===== src/rtl/csr_req_arbiter_pkg.sv =====
// Shared types and sizing helpers for the CSR request arbiter.
// The tag entry records which requester owns an in-flight access and whether it was a write.
package csr_req_arbiter_pkg;

    localparam int DEF_NUM_REQS    = 4;
    localparam int DEF_REQ_DATAW   = 128;
    localparam int DEF_RSP_DATAW   = 160;
    localparam int DEF_MAX_PENDING = 4;

    // Wide enough for any practical requester count; narrower indices are zero-extended.
    localparam int TAG_IDX_W = 8;

    localparam int PEND_W = $clog2(DEF_MAX_PENDING) + 1;

    typedef struct packed {
        logic                 write;
        logic [TAG_IDX_W-1:0] idx;
    } tag_t;

    function automatic int idx_width(input int n);
        return (n > 1) ? $clog2(n) : 1;
    endfunction

    function automatic int pend_width(input int max_pending);
        return $clog2(max_pending) + 1;
    endfunction

endpackage


===== src/rtl/csr_req_arbiter_if.sv =====
// Bundle of requester, CSR-unit and response-routing signals around the arbiter.
// The arbiter connects through the slave modport; the environment drives through master.
interface csr_req_arbiter_if import csr_req_arbiter_pkg::*; #(
    parameter int NUM_REQS    = DEF_NUM_REQS,
    parameter int REQ_DATAW   = DEF_REQ_DATAW,
    parameter int RSP_DATAW   = DEF_RSP_DATAW,
    parameter int MAX_PENDING = DEF_MAX_PENDING
) ();

    localparam int PW = pend_width(MAX_PENDING);

    logic [NUM_REQS-1:0]           req_valid;
    logic [NUM_REQS-1:0]           req_is_write;
    logic [NUM_REQS*REQ_DATAW-1:0] req_data;
    logic [NUM_REQS-1:0]           req_ready;
    logic                          access_pending;
    logic                          out_valid;
    logic [REQ_DATAW-1:0]          out_data;
    logic                          out_ready;
    logic                          rsp_in_valid;
    logic [RSP_DATAW-1:0]          rsp_in_data;
    logic                          rsp_in_ready;
    logic [NUM_REQS-1:0]           rsp_valid;
    logic [RSP_DATAW-1:0]          rsp_data;
    logic [NUM_REQS-1:0]           rsp_ready;
    logic [PW-1:0]                 pending_count;
    logic                          busy;

    modport slave (
        input  req_valid, req_is_write, req_data, access_pending, out_ready,
               rsp_in_valid, rsp_in_data, rsp_ready,
        output req_ready, out_valid, out_data, rsp_in_ready, rsp_valid, rsp_data,
               pending_count, busy
    );

    modport master (
        output req_valid, req_is_write, req_data, access_pending, out_ready,
               rsp_in_valid, rsp_in_data, rsp_ready,
        input  req_ready, out_valid, out_data, rsp_in_ready, rsp_valid, rsp_data,
               pending_count, busy
    );

endinterface


===== src/rtl/csr_req_arbiter_rr_picker.sv =====
// Combinational round-robin scan: first index that is both valid and eligible,
// starting at rr_ptr and wrapping modulo NUM_REQS.
module csr_rr_picker import csr_req_arbiter_pkg::*; #(
    parameter int NUM_REQS = DEF_NUM_REQS,
    parameter int IDX_W    = idx_width(DEF_NUM_REQS)
) (
    input  logic [NUM_REQS-1:0] valid,
    input  logic [NUM_REQS-1:0] eligible,
    input  logic [IDX_W-1:0]    rr_ptr,
    output logic [IDX_W-1:0]    winner,
    output logic                found
);

    logic [IDX_W-1:0]    pos [NUM_REQS];
    logic [NUM_REQS-1:0] rot;

    // rot[k] describes the requester k places after rr_ptr.
    for (genvar gi = 0; gi < NUM_REQS; gi++) begin : g_rot
        logic [IDX_W:0] raw;
        assign raw     = {1'b0, rr_ptr} + (IDX_W+1)'(gi);
        assign pos[gi] = (raw >= (IDX_W+1)'(NUM_REQS)) ?
                         IDX_W'(raw - (IDX_W+1)'(NUM_REQS)) : raw[IDX_W-1:0];
        assign rot[gi] = valid[pos[gi]] & eligible[pos[gi]];
    end

    // Scanning downward lets the smallest offset overwrite any later match.
    always_comb begin
        winner = '0;
        found  = 1'b0;
        for (int i = NUM_REQS - 1; i >= 0; i--) begin
            if (rot[i]) begin
                found  = 1'b1;
                winner = pos[i];
            end
        end
    end

endmodule


===== src/rtl/csr_req_arbiter.sv =====
// Round-robin arbiter sharing one CSR unit among NUM_REQS requesters, with an in-order
// tag FIFO for response routing, a write fence and an access_pending stall.
module csr_req_arbiter import csr_req_arbiter_pkg::*; #(
    parameter int NUM_REQS    = DEF_NUM_REQS,
    parameter int REQ_DATAW   = DEF_REQ_DATAW,
    parameter int RSP_DATAW   = DEF_RSP_DATAW,
    parameter int MAX_PENDING = DEF_MAX_PENDING
) (
    input  logic              clk,
    input  logic              reset,
    csr_req_arbiter_if.slave  bus
);

    localparam int IDX_W = idx_width(NUM_REQS);
    localparam int PW    = pend_width(MAX_PENDING);
    localparam int PTR_W = $clog2(MAX_PENDING);

    logic [IDX_W-1:0]     rr_ptr_reg, rr_ptr_next;
    logic                 fence_reg, fence_next;
    logic [PW-1:0]        count_reg, count_next;
    logic [PTR_W-1:0]     wr_ptr_reg, rd_ptr_reg;
    tag_t                 tag_mem [MAX_PENDING];

    logic [IDX_W-1:0]     winner;
    logic                 found;
    logic [NUM_REQS-1:0]  eligible;
    logic [NUM_REQS-1:0]  rsp_sel;
    logic [REQ_DATAW-1:0] req_word [NUM_REQS];
    logic                 can_issue, out_valid, grant, pop, fifo_empty;
    tag_t                 head;

    assign fifo_empty = (count_reg == '0);
    assign head       = tag_mem[rd_ptr_reg];

    // A write may only issue into an empty pipe so no later read can overtake it.
    for (genvar gi = 0; gi < NUM_REQS; gi++) begin : g_req
        assign eligible[gi]      = !bus.req_is_write[gi] || fifo_empty;
        assign req_word[gi]      = bus.req_data[gi*REQ_DATAW +: REQ_DATAW];
        assign bus.req_ready[gi] = out_valid && bus.out_ready && (winner == IDX_W'(gi));
        assign rsp_sel[gi]       = (head.idx == TAG_IDX_W'(gi));
        assign bus.rsp_valid[gi] = !reset && bus.rsp_in_valid && !fifo_empty && rsp_sel[gi];
    end

    csr_rr_picker #(
        .NUM_REQS (NUM_REQS),
        .IDX_W    (IDX_W)
    ) u_picker (
        .valid    (bus.req_valid),
        .eligible (eligible),
        .rr_ptr   (rr_ptr_reg),
        .winner   (winner),
        .found    (found)
    );

    assign can_issue = !reset && !bus.access_pending && !fence_reg &&
                       (count_reg < PW'(MAX_PENDING));
    assign out_valid = can_issue && found;
    assign grant     = out_valid && bus.out_ready;

    assign bus.out_valid     = out_valid;
    assign bus.out_data      = req_word[winner];
    assign bus.rsp_in_ready  = !reset && !fifo_empty && |(bus.rsp_ready & rsp_sel);
    assign bus.rsp_data      = bus.rsp_in_data;
    assign bus.pending_count = count_reg;
    assign bus.busy          = !fifo_empty || fence_reg;

    assign pop = bus.rsp_in_valid && bus.rsp_in_ready;

    // A grant never coincides with a write pop: the fence blocks grants while a write is out.
    always_comb begin
        rr_ptr_next = rr_ptr_reg;
        fence_next  = fence_reg;
        count_next  = count_reg;
        if (grant) begin
            rr_ptr_next = (winner == IDX_W'(NUM_REQS - 1)) ? '0 : winner + 1'b1;
        end
        if (grant && bus.req_is_write[winner]) begin
            fence_next = 1'b1;
        end else if (pop && head.write) begin
            fence_next = 1'b0;
        end
        case ({grant, pop})
            2'b10:   count_next = count_reg + 1'b1;
            2'b01:   count_next = count_reg - 1'b1;
            default: count_next = count_reg;
        endcase
    end

    always_ff @(posedge clk) begin
        if (reset) begin
            rr_ptr_reg <= '0;
            fence_reg  <= 1'b0;
            count_reg  <= '0;
            wr_ptr_reg <= '0;
            rd_ptr_reg <= '0;
        end else begin
            rr_ptr_reg <= rr_ptr_next;
            fence_reg  <= fence_next;
            count_reg  <= count_next;
            if (grant) begin
                wr_ptr_reg <= wr_ptr_reg + 1'b1;
            end
            if (pop) begin
                rd_ptr_reg <= rd_ptr_reg + 1'b1;
            end
        end
    end

    // Tag storage needs no reset; the pointers define which entries are live.
    always_ff @(posedge clk) begin
        if (grant) begin
            tag_mem[wr_ptr_reg] <= '{write: bus.req_is_write[winner],
                                     idx:   TAG_IDX_W'(winner)};
        end
    end

    // A response with nothing in flight indicates a protocol error in the CSR unit.
    always_ff @(posedge clk) begin
        if (!reset) begin
            assert (!(bus.rsp_in_valid && fifo_empty));
        end
    end

endmodule


===== src/flat_wrapper.sv =====
// flat-port wrapper written by rule: the top's interface ports become plain ports
module csr_req_arbiter_flat import csr_req_arbiter_pkg::*;
#(
    parameter int NUM_REQS    = DEF_NUM_REQS,
    parameter int REQ_DATAW   = DEF_REQ_DATAW,
    parameter int RSP_DATAW   = DEF_RSP_DATAW,
    parameter int MAX_PENDING = DEF_MAX_PENDING
)
  (clk, reset, bus_req_valid, bus_req_is_write, bus_req_data, bus_access_pending, bus_out_ready, bus_rsp_in_valid, bus_rsp_in_data, bus_rsp_ready, bus_req_ready, bus_out_valid, bus_out_data, bus_rsp_in_ready, bus_rsp_valid, bus_rsp_data, bus_pending_count, bus_busy);
  csr_req_arbiter_if #(.NUM_REQS(NUM_REQS), .REQ_DATAW(REQ_DATAW), .RSP_DATAW(RSP_DATAW), .MAX_PENDING(MAX_PENDING)) bus_i ();
  input  logic clk;
  input  logic reset;
  input wire logic [$bits(bus_i.req_valid)-1:0] bus_req_valid;
  input wire logic [$bits(bus_i.req_is_write)-1:0] bus_req_is_write;
  input wire logic [$bits(bus_i.req_data)-1:0] bus_req_data;
  input wire logic [$bits(bus_i.access_pending)-1:0] bus_access_pending;
  input wire logic [$bits(bus_i.out_ready)-1:0] bus_out_ready;
  input wire logic [$bits(bus_i.rsp_in_valid)-1:0] bus_rsp_in_valid;
  input wire logic [$bits(bus_i.rsp_in_data)-1:0] bus_rsp_in_data;
  input wire logic [$bits(bus_i.rsp_ready)-1:0] bus_rsp_ready;
  output wire logic [$bits(bus_i.req_ready)-1:0] bus_req_ready;
  output wire logic [$bits(bus_i.out_valid)-1:0] bus_out_valid;
  output wire logic [$bits(bus_i.out_data)-1:0] bus_out_data;
  output wire logic [$bits(bus_i.rsp_in_ready)-1:0] bus_rsp_in_ready;
  output wire logic [$bits(bus_i.rsp_valid)-1:0] bus_rsp_valid;
  output wire logic [$bits(bus_i.rsp_data)-1:0] bus_rsp_data;
  output wire logic [$bits(bus_i.pending_count)-1:0] bus_pending_count;
  output wire logic [$bits(bus_i.busy)-1:0] bus_busy;
  assign bus_i.req_valid = bus_req_valid;
  assign bus_i.req_is_write = bus_req_is_write;
  assign bus_i.req_data = bus_req_data;
  assign bus_i.access_pending = bus_access_pending;
  assign bus_i.out_ready = bus_out_ready;
  assign bus_i.rsp_in_valid = bus_rsp_in_valid;
  assign bus_i.rsp_in_data = bus_rsp_in_data;
  assign bus_i.rsp_ready = bus_rsp_ready;
  assign bus_req_ready = bus_i.req_ready;
  assign bus_out_valid = bus_i.out_valid;
  assign bus_out_data = bus_i.out_data;
  assign bus_rsp_in_ready = bus_i.rsp_in_ready;
  assign bus_rsp_valid = bus_i.rsp_valid;
  assign bus_rsp_data = bus_i.rsp_data;
  assign bus_pending_count = bus_i.pending_count;
  assign bus_busy = bus_i.busy;
  csr_req_arbiter #(.NUM_REQS(NUM_REQS), .REQ_DATAW(REQ_DATAW), .RSP_DATAW(RSP_DATAW), .MAX_PENDING(MAX_PENDING)) u_core (.clk(clk), .reset(reset), .bus(bus_i));
endmodule

===== config.mk =====
export PLATFORM = sky130hd
export DESIGN_NAME = csr_req_arbiter_flat
export DESIGN_NICKNAME = d
export VERILOG_FILES = /design/src/rtl/csr_req_arbiter_pkg.sv /design/src/rtl/csr_req_arbiter_if.sv /design/src/rtl/csr_req_arbiter_rr_picker.sv /design/src/rtl/csr_req_arbiter.sv /design/src/flat_wrapper.sv
export SDC_FILE = /design/constraint.sdc
export NUM_CORES = 1
export LEC_CHECK = 0
export BUFFER_PORTS_ARGS = -buffer_cell sky130_fd_sc_hd__buf_4
export CAP_MARGIN = 20
export CORE_AREA = 2 2 385 387
export DETAILED_ROUTE_END_ITERATION = 10
export DIE_AREA = 0 0 387 389
export MAX_ROUTING_LAYER = met4
export PLACE_DENSITY = 0.3
export REMOVE_ABC_BUFFERS = 1
export SYNTH_ARGS = -nofsm -noshare
export SYNTH_HDL_FRONTEND = slang
export SYNTH_SLANG_ARGS = --single-unit
export TNS_END_PERCENT = 50

===== constraint.sdc =====
create_clock -name clk -period 4 [get_ports clk]
set_input_delay 0 -clock clk [delete_from_list [all_inputs] [get_ports clk]]
set_output_delay 0 -clock clk [all_outputs]
set_load 0.01 [all_outputs]

* Word-level counts from Yosys, hierarchy flattened
Memory sizes are Yosys's and may differ from the RTL's. A register that Yosys moved wholly into a read port is not among the register bits.
Index checks and enable logic that the tools add are counted.
** Storage, ports and cells
- Register bits :: 10
- Memories :: 1
- Output and inout port bits :: 302
- Logic and storage cells :: 123
- Bits of input ports :: 689
- RAM bits :: 12
** Operators by class
- Bitwise operators :: 6
- Add/sub/neg operators :: 12
- Mux-type cells :: 41
- Equal/unequal tests :: 8
- Reductions and logical operators :: 39
- Magnitude comparators :: 11
** Memory list
- u_core.tag_mem :: words 4, bits a word 3, rd ports 1, clocked after Yosys merged registers in 1, write ports 1, RTL line csr_req_arbiter.sv:22 : tag_t tag_mem [MAX_PENDING];
** Operator list (count)
- 128-bit binary-select mux with 2-bit select :: 1
- 128-bit two-way mux :: 2
- 2-bit two-way mux :: 11
- 1-bit logical AND :: 20
- 1-bit binary-select mux with 2-bit select :: 9
- 1-bit two-way mux :: 17
- 8-bit by 2-bit == test with 1-bit output, second input constant :: 2
- 2-bit by 3-bit less-than comparator with 1-bit output, second input constant :: 5
- 3-bit >= comparator, second input constant :: 4
- 8-bit by 1-bit == test with 1-bit output, second input constant :: 1
- 1-bit zero test :: 8
- 8-bit zero test :: 1
- 2-bit by 1-bit subtractor with 2-bit output, second input constant :: 4
- 2-bit by 1-bit adder with 2-bit output, second input constant :: 3
- 2-bit by 2-bit adder with 3-bit output, second input constant :: 2
- 2-bit == test, second input constant :: 3
- 3-bit one-hot mux with 2 select lines :: 1
- 1-bit logical OR :: 5
- 1-bit AND :: 4
- 4-bit AND :: 1
- 2-bit by 1-bit == test with 1-bit output, second input constant :: 2
- 2-bit nonzero test :: 2
- 4-bit OR reduction :: 1
- 2-bit by 1-bit adder with 3-bit output, second input constant :: 1
- 7 further kinds :: 7

* Depth between registers and ports, before layout
- Word-level depth :: 14
- Mapped depth :: 11
- Mapped depth without buffers :: 10

* By module
From an unflattened synthesis, not the netlist that was laid out.
** Unflattened totals
- Cells, all modules :: 441
- Area total of the unflattened synthesis :: 5519.0 um2
** By module, submodules not included
- csr_req_arbiter :: sequential area each 600.6 um2, area an instance 5426.5 um2, instances 1, cells each 425
- csr_rr_picker :: sequential area each 0.0 um2, area an instance 92.6 um2, instances 1, cells each 16

* Worst setup path before layout
Ideal clock, no wire load.
- Path type :: register to register
- From :: reg with a tool-made name
- To :: reg u_core.count_reg[2] (netlist: u_core.bus.pending_count[2])
- Data arrival time :: 2.687 ns
- Stages on the path, launching flop included :: 10
- Data required time :: 3.929 ns
- Library setup time :: 0.071 ns
- Slack :: 1.243 ns
- Cells stage by stage :: dfxtp_1 -> mux4_2 -> mux4_2 -> and3_1 -> ha_1 -> inv_1 -> fa_1 -> xor2_1 -> or3_1 -> a21oi_1
** RTL lines
- end signal: assignment :: RTL line csr_req_arbiter.sv:99 : count_reg <= count_next;
- end: declaration :: RTL line csr_req_arbiter.sv:20 : logic [PW-1:0] count_reg, count_next;

* Final worst setup path
- From :: reg u_core.count_reg[1] (netlist: u_core.bus.pending_count[1])
- To :: out bus_out_data[127]
** Between the ends
- Cells in the longest elaborated chain, start to end :: 13
- Elaborated cells between the ends (all ways) :: 25
- Classes of those cells :: mux: 15; bitwise: 5; reduce/logical: 5
** Ends and longest elaborated chain
- 3-bit zero test (*) :: RTL line csr_req_arbiter.sv:32 : assign fifo_empty = (count_reg == '0);
- 1-bit logical OR :: RTL line csr_req_arbiter.sv:37 : assign eligible[gi] = !bus.req_is_write[gi] || fifo_empty;
- 1-bit binary-select mux with 2-bit select :: RTL line csr_req_arbiter_rr_picker.sv:23 : assign rot[gi] = valid[pos[gi]] & eligible[pos[gi]];
- 1-bit two-way mux (not written as such) :: RTL line csr_req_arbiter_rr_picker.sv:23
- 1-bit AND :: RTL line csr_req_arbiter_rr_picker.sv:23
- 2-bit two-way mux (3 in series) :: RTL line csr_req_arbiter_rr_picker.sv:31 : if (rot[i]) begin
- 2-bit two-way mux (*) :: RTL line csr_req_arbiter_rr_picker.sv:31
- 2-bit NOT with 3-bit output (not written as such) (*) :: RTL line csr_req_arbiter.sv:61 : assign bus.out_data = req_word[winner];
- 128-bit binary-select mux with 2-bit select (*) :: RTL line csr_req_arbiter.sv:61
- 128-bit two-way mux (not written as such) (*) (2 in series) :: RTL line csr_req_arbiter.sv:61
- end: declaration :: RTL line flat_wrapper.sv:23 : output wire logic [$bits(bus_i.out_data)-1:0] bus_out_data;
Mark *: on every way between the ends. The rest lies on a longest branch, timed or not. The select of a mux whose other input is x is not followed.

==> impl_results.md <==
* Top reg by flops: u_core.tag_mem
* Antenna violations before repair at 28
* I/O Buffers at 670
* Clock-pin transition on the worst setup and hold timing paths at 0.07 ns
* Worst-skew pair later-pin latency at 0.26 ns
* Gp weighted congestion at 0.7636
* Pre-CTS WS at 0.6705 ns
* Clk buf depth at 2
* Post-synth EDFFs at 12
* HPWL Detailed at 87900 um
* Largest family of logic cells by synthesized area: multiplexers
* All-layer global routing usage at 13.26%
* Pin count of the biggest net entering global routing at 48
* Compound-Gate Fraction of Synth Area at 3.625%
* Post-Synthesis Cells at 723
* Worst-Margin Slew at 0.7144 ns
* Post-cts sizing count at 0
* Tcrit/Tclk final at 87.44%
* Max rail drop VDD at 0.1498 mV
* Clock share of power at 10.6%
* Number of setup buffers added after CTS at 0
* M3 GR Usage at 14.97%
* FF+latch count, synth at 24
* Switching share of power at 42.18%
* Final min period at 3.498 ns
* Global-route wire length before repair at 120600 um
* Skew final at 0.004486 ns
* Sink Count at 24
* Die Span Y at 389 um
* RSZ-0062 raised after global routing: no
* Final Non-Filler Cells at 3164
* Max Clk Rate at 0.2859 GHz
* CORE AREA at 0.1466 mm^2
* Hold-fix buffers, CTS at 0
* FILL cells at 17080
* Placement Rows at 141
* Cells after DPL at 3152
* Synthesized area at 0.007041 mm^2
* Post-DRT Antenna Nets at 0
* Number of nets in the layout at 1926
* Yosys cell types at 50
* Setup violations, final at 0
* Gr busiest metal: met2
* TritonCTS Buffers at 3
* WL/cell at 32.26 um
* Seq pwr share at 10.2%
* Gate power share at 79.2%
* Max FO, Critical Path at 29
* Post-synthesis simple-gate area fraction at 3.821%
* Vias in the first global route at 8282
* Total Wirelength at 102100 um
* WP data required at 4.00 ns
* Max reg flops at 12
* Num ports at 991
* Critical path's largest stage delay at 0.67 ns
* DR iter-0 viols at 486
* Final hold violations at 0
* Util after Layout at 9.002%
* Commonest non-fill, non-tap cell in the layout: buf_4
* Layout cell share with drive strength beyond 1 at 59.05%
* Area added between synthesis and finish at 87.45%
* Slew margin rel. at 51.01%
* Crit start category: flop
* Final Max Tran Viols at 0
* Worst Path Arrival at 3.50 ns
* Asr flop ratio synth at 0%
* Gr ovfl total at 0
* Switching pwr at 0.001151 W
* Leak at 6.396 nW
* Root Buffer: clkbuf_16
* Hold Crit Class: input pin to output pin
* H-tree Lvls at 1
* Chip Width at 387 um
* Worst setup EP type: output pin
* Post-synthesis mux area share at 56.16%
* TritonCTS clock tree: built
* Placed Instance Area at 0.01307 mm^2
* Maxcap violations at 0
* Die footprint at 0.1505 mm^2
* Worst setup margin at 0.5023 ns
* Global Route met2 Usage at 16.25%
* Sequential fraction of the synthesis area at 8.530%
* Syn avg cell area at 9.738 um^2
* Primary FF master, synth: edfxtp_1
* Critical path's top delay family: compound AO/OA/AOI/OAI gates
* Slowest CP cell: mux2i_1
* Routed vias at 8396
* Cells along the critical path: o31a_1 -> a211oi_1 -> o21ai_1 -> nand2_8 -> buf_4 -> mux2i_1 -> mux2i_1 -> buf_4
* Post-Synth XOR/XNOR Area at 0.4976%
* Number of remaining DRC errors at 0
* Met1 GRT Util at 14.37%
* DR pass1 iterations at 5
* Most frequent cells in the layout: buf_4, mux2i_1, nor2_1, dfxtp_1, edfxtp_1
* Adder-Cell Fraction of Synth Area at 1.884%
* Outcome: finished, final reports clean
* Worst Path Buf+Inv at 2
* Starting density of the core at 4.802%
* Setup CP Type: flop to output pin
* Fin Hold WS at 0.0009753 ns
* PwrDens at 206.8 mW/mm^2
* Vias per cell at 2.654
* Ys Warns at 0
* Int Power at 0.001579 W
* Fin area at 0.01320 mm^2
final cells by class:
type	count	area (um^2)	area share, %
multi-input combinational	480	4654	35.27
clock buffer	3	75.07	0.5688
tap	1930	2415	18.30
clock inverter	1	30.03	0.2275
timing repair buffer	706	5350	40.54
inverter	12	52.55	0.3982
sequential	24	600.6	4.551
antenna	8	20.02	0.1517
worst paths after layout:
kind / slack (ns) / depth (start not counted) / startpoint / endpoint
worst max register to register: 0.98 / 9 / flop / u_core.bus.pending_count[2]$_SDFFE_PP0P_
worst min register to register: 0.51 / 2 / u_core.wr_ptr_reg[0]$_SDFFE_PP0P_ / u_core.wr_ptr_reg[0]$_SDFFE_PP0P_
worst min-delay path: 0.001 / 0 / bus_rsp_in_data[80] / bus_rsp_data[80]
worst max-delay path: 0.50 / 8 / u_core.bus.pending_count[1]$_SDFFE_PP0P_ / bus_out_data[127]
worst register-to-register path, cell delays in order (launching register included):
cell and delay (ns):
dfxtp_1 0.42, mux4_2 0.59, mux4_2 0.40, and3_1 0.24, ha_1 0.21, inv_1 0.07, fa_1 0.38, xor2_1 0.17
or3_1 0.32, a21oi_1 0.15
cell families after synthesis:
| group | after synthesis |
|---|---|
| AND/OR/NAND/NOR | 49 |
| adder cells (fa/ha/maj) | 10 |
| AO/OA/AOI/OAI | 27 |
| buffers and inverters | 219 |
| flip-flops | 24 |
| multiplexers | 390 |
| XOR/XNOR | 4 |
synth_stat cells, types with 2 or more instances:
cell,n,share of area (%)
xor2_1,3,0.37
buf_4,161,17
mux2i_1,386,55
buf_2,15,1.1
dfxtp_1,12,3.4
buf_12,12,3.4
edfxtp_1,12,5.1
nor3_1,3,0.21
o31ai_1,2,0.21
mux4_2,4,1.3
nand3b_1,2,0.21
o31a_1,2,0.25
ha_1,9,1.6
inv_2,2,0.11
nand2b_1,2,0.18
nand2_1,8,0.43
and2_1,11,0.98
nor2_1,13,0.69
clkbuf_4,4,0.43
and3_1,2,0.18
buf_6,2,0.32
inv_1,10,0.53
o31ai_4,2,0.60
a21oi_1,6,0.43
buf_8,11,2.3
clkbuf_1,2,0.11
or3_1,2,0.18
through the flow:
stage / power [W] / setup TNS, ns
detailed placement: 0.002515 / 0
global placement: 0.002529 / 0
global route: 0.002923 / 0
CTS: 0.002817 / 0
finish: 0.002730 / 0
floorplan: 0.001330 / -44.66
layer usage:
layer	vias up	share of wire [%]
li1	3476	-
met1	3847	40
met2	1015	36
met3	58	23
met4	0	0.55
met5	-	0
power groups by stage:
stage | clock network (W) | registers (W) | logic [W]
2_1_floorplan | 0 | 0.000281 | 0.00105
3_3_place_gp | 0 | 0.000283 | 0.00225
3_5_place_dp | 0 | 0.000284 | 0.00223
4_1_cts | 0.000297 | 0.000278 | 0.00224
5_1_grt | 0.000305 | 0.000279 | 0.00234
6_report | 0.000290 | 0.000278 | 0.00216
(Power assumes the default switching activity.)
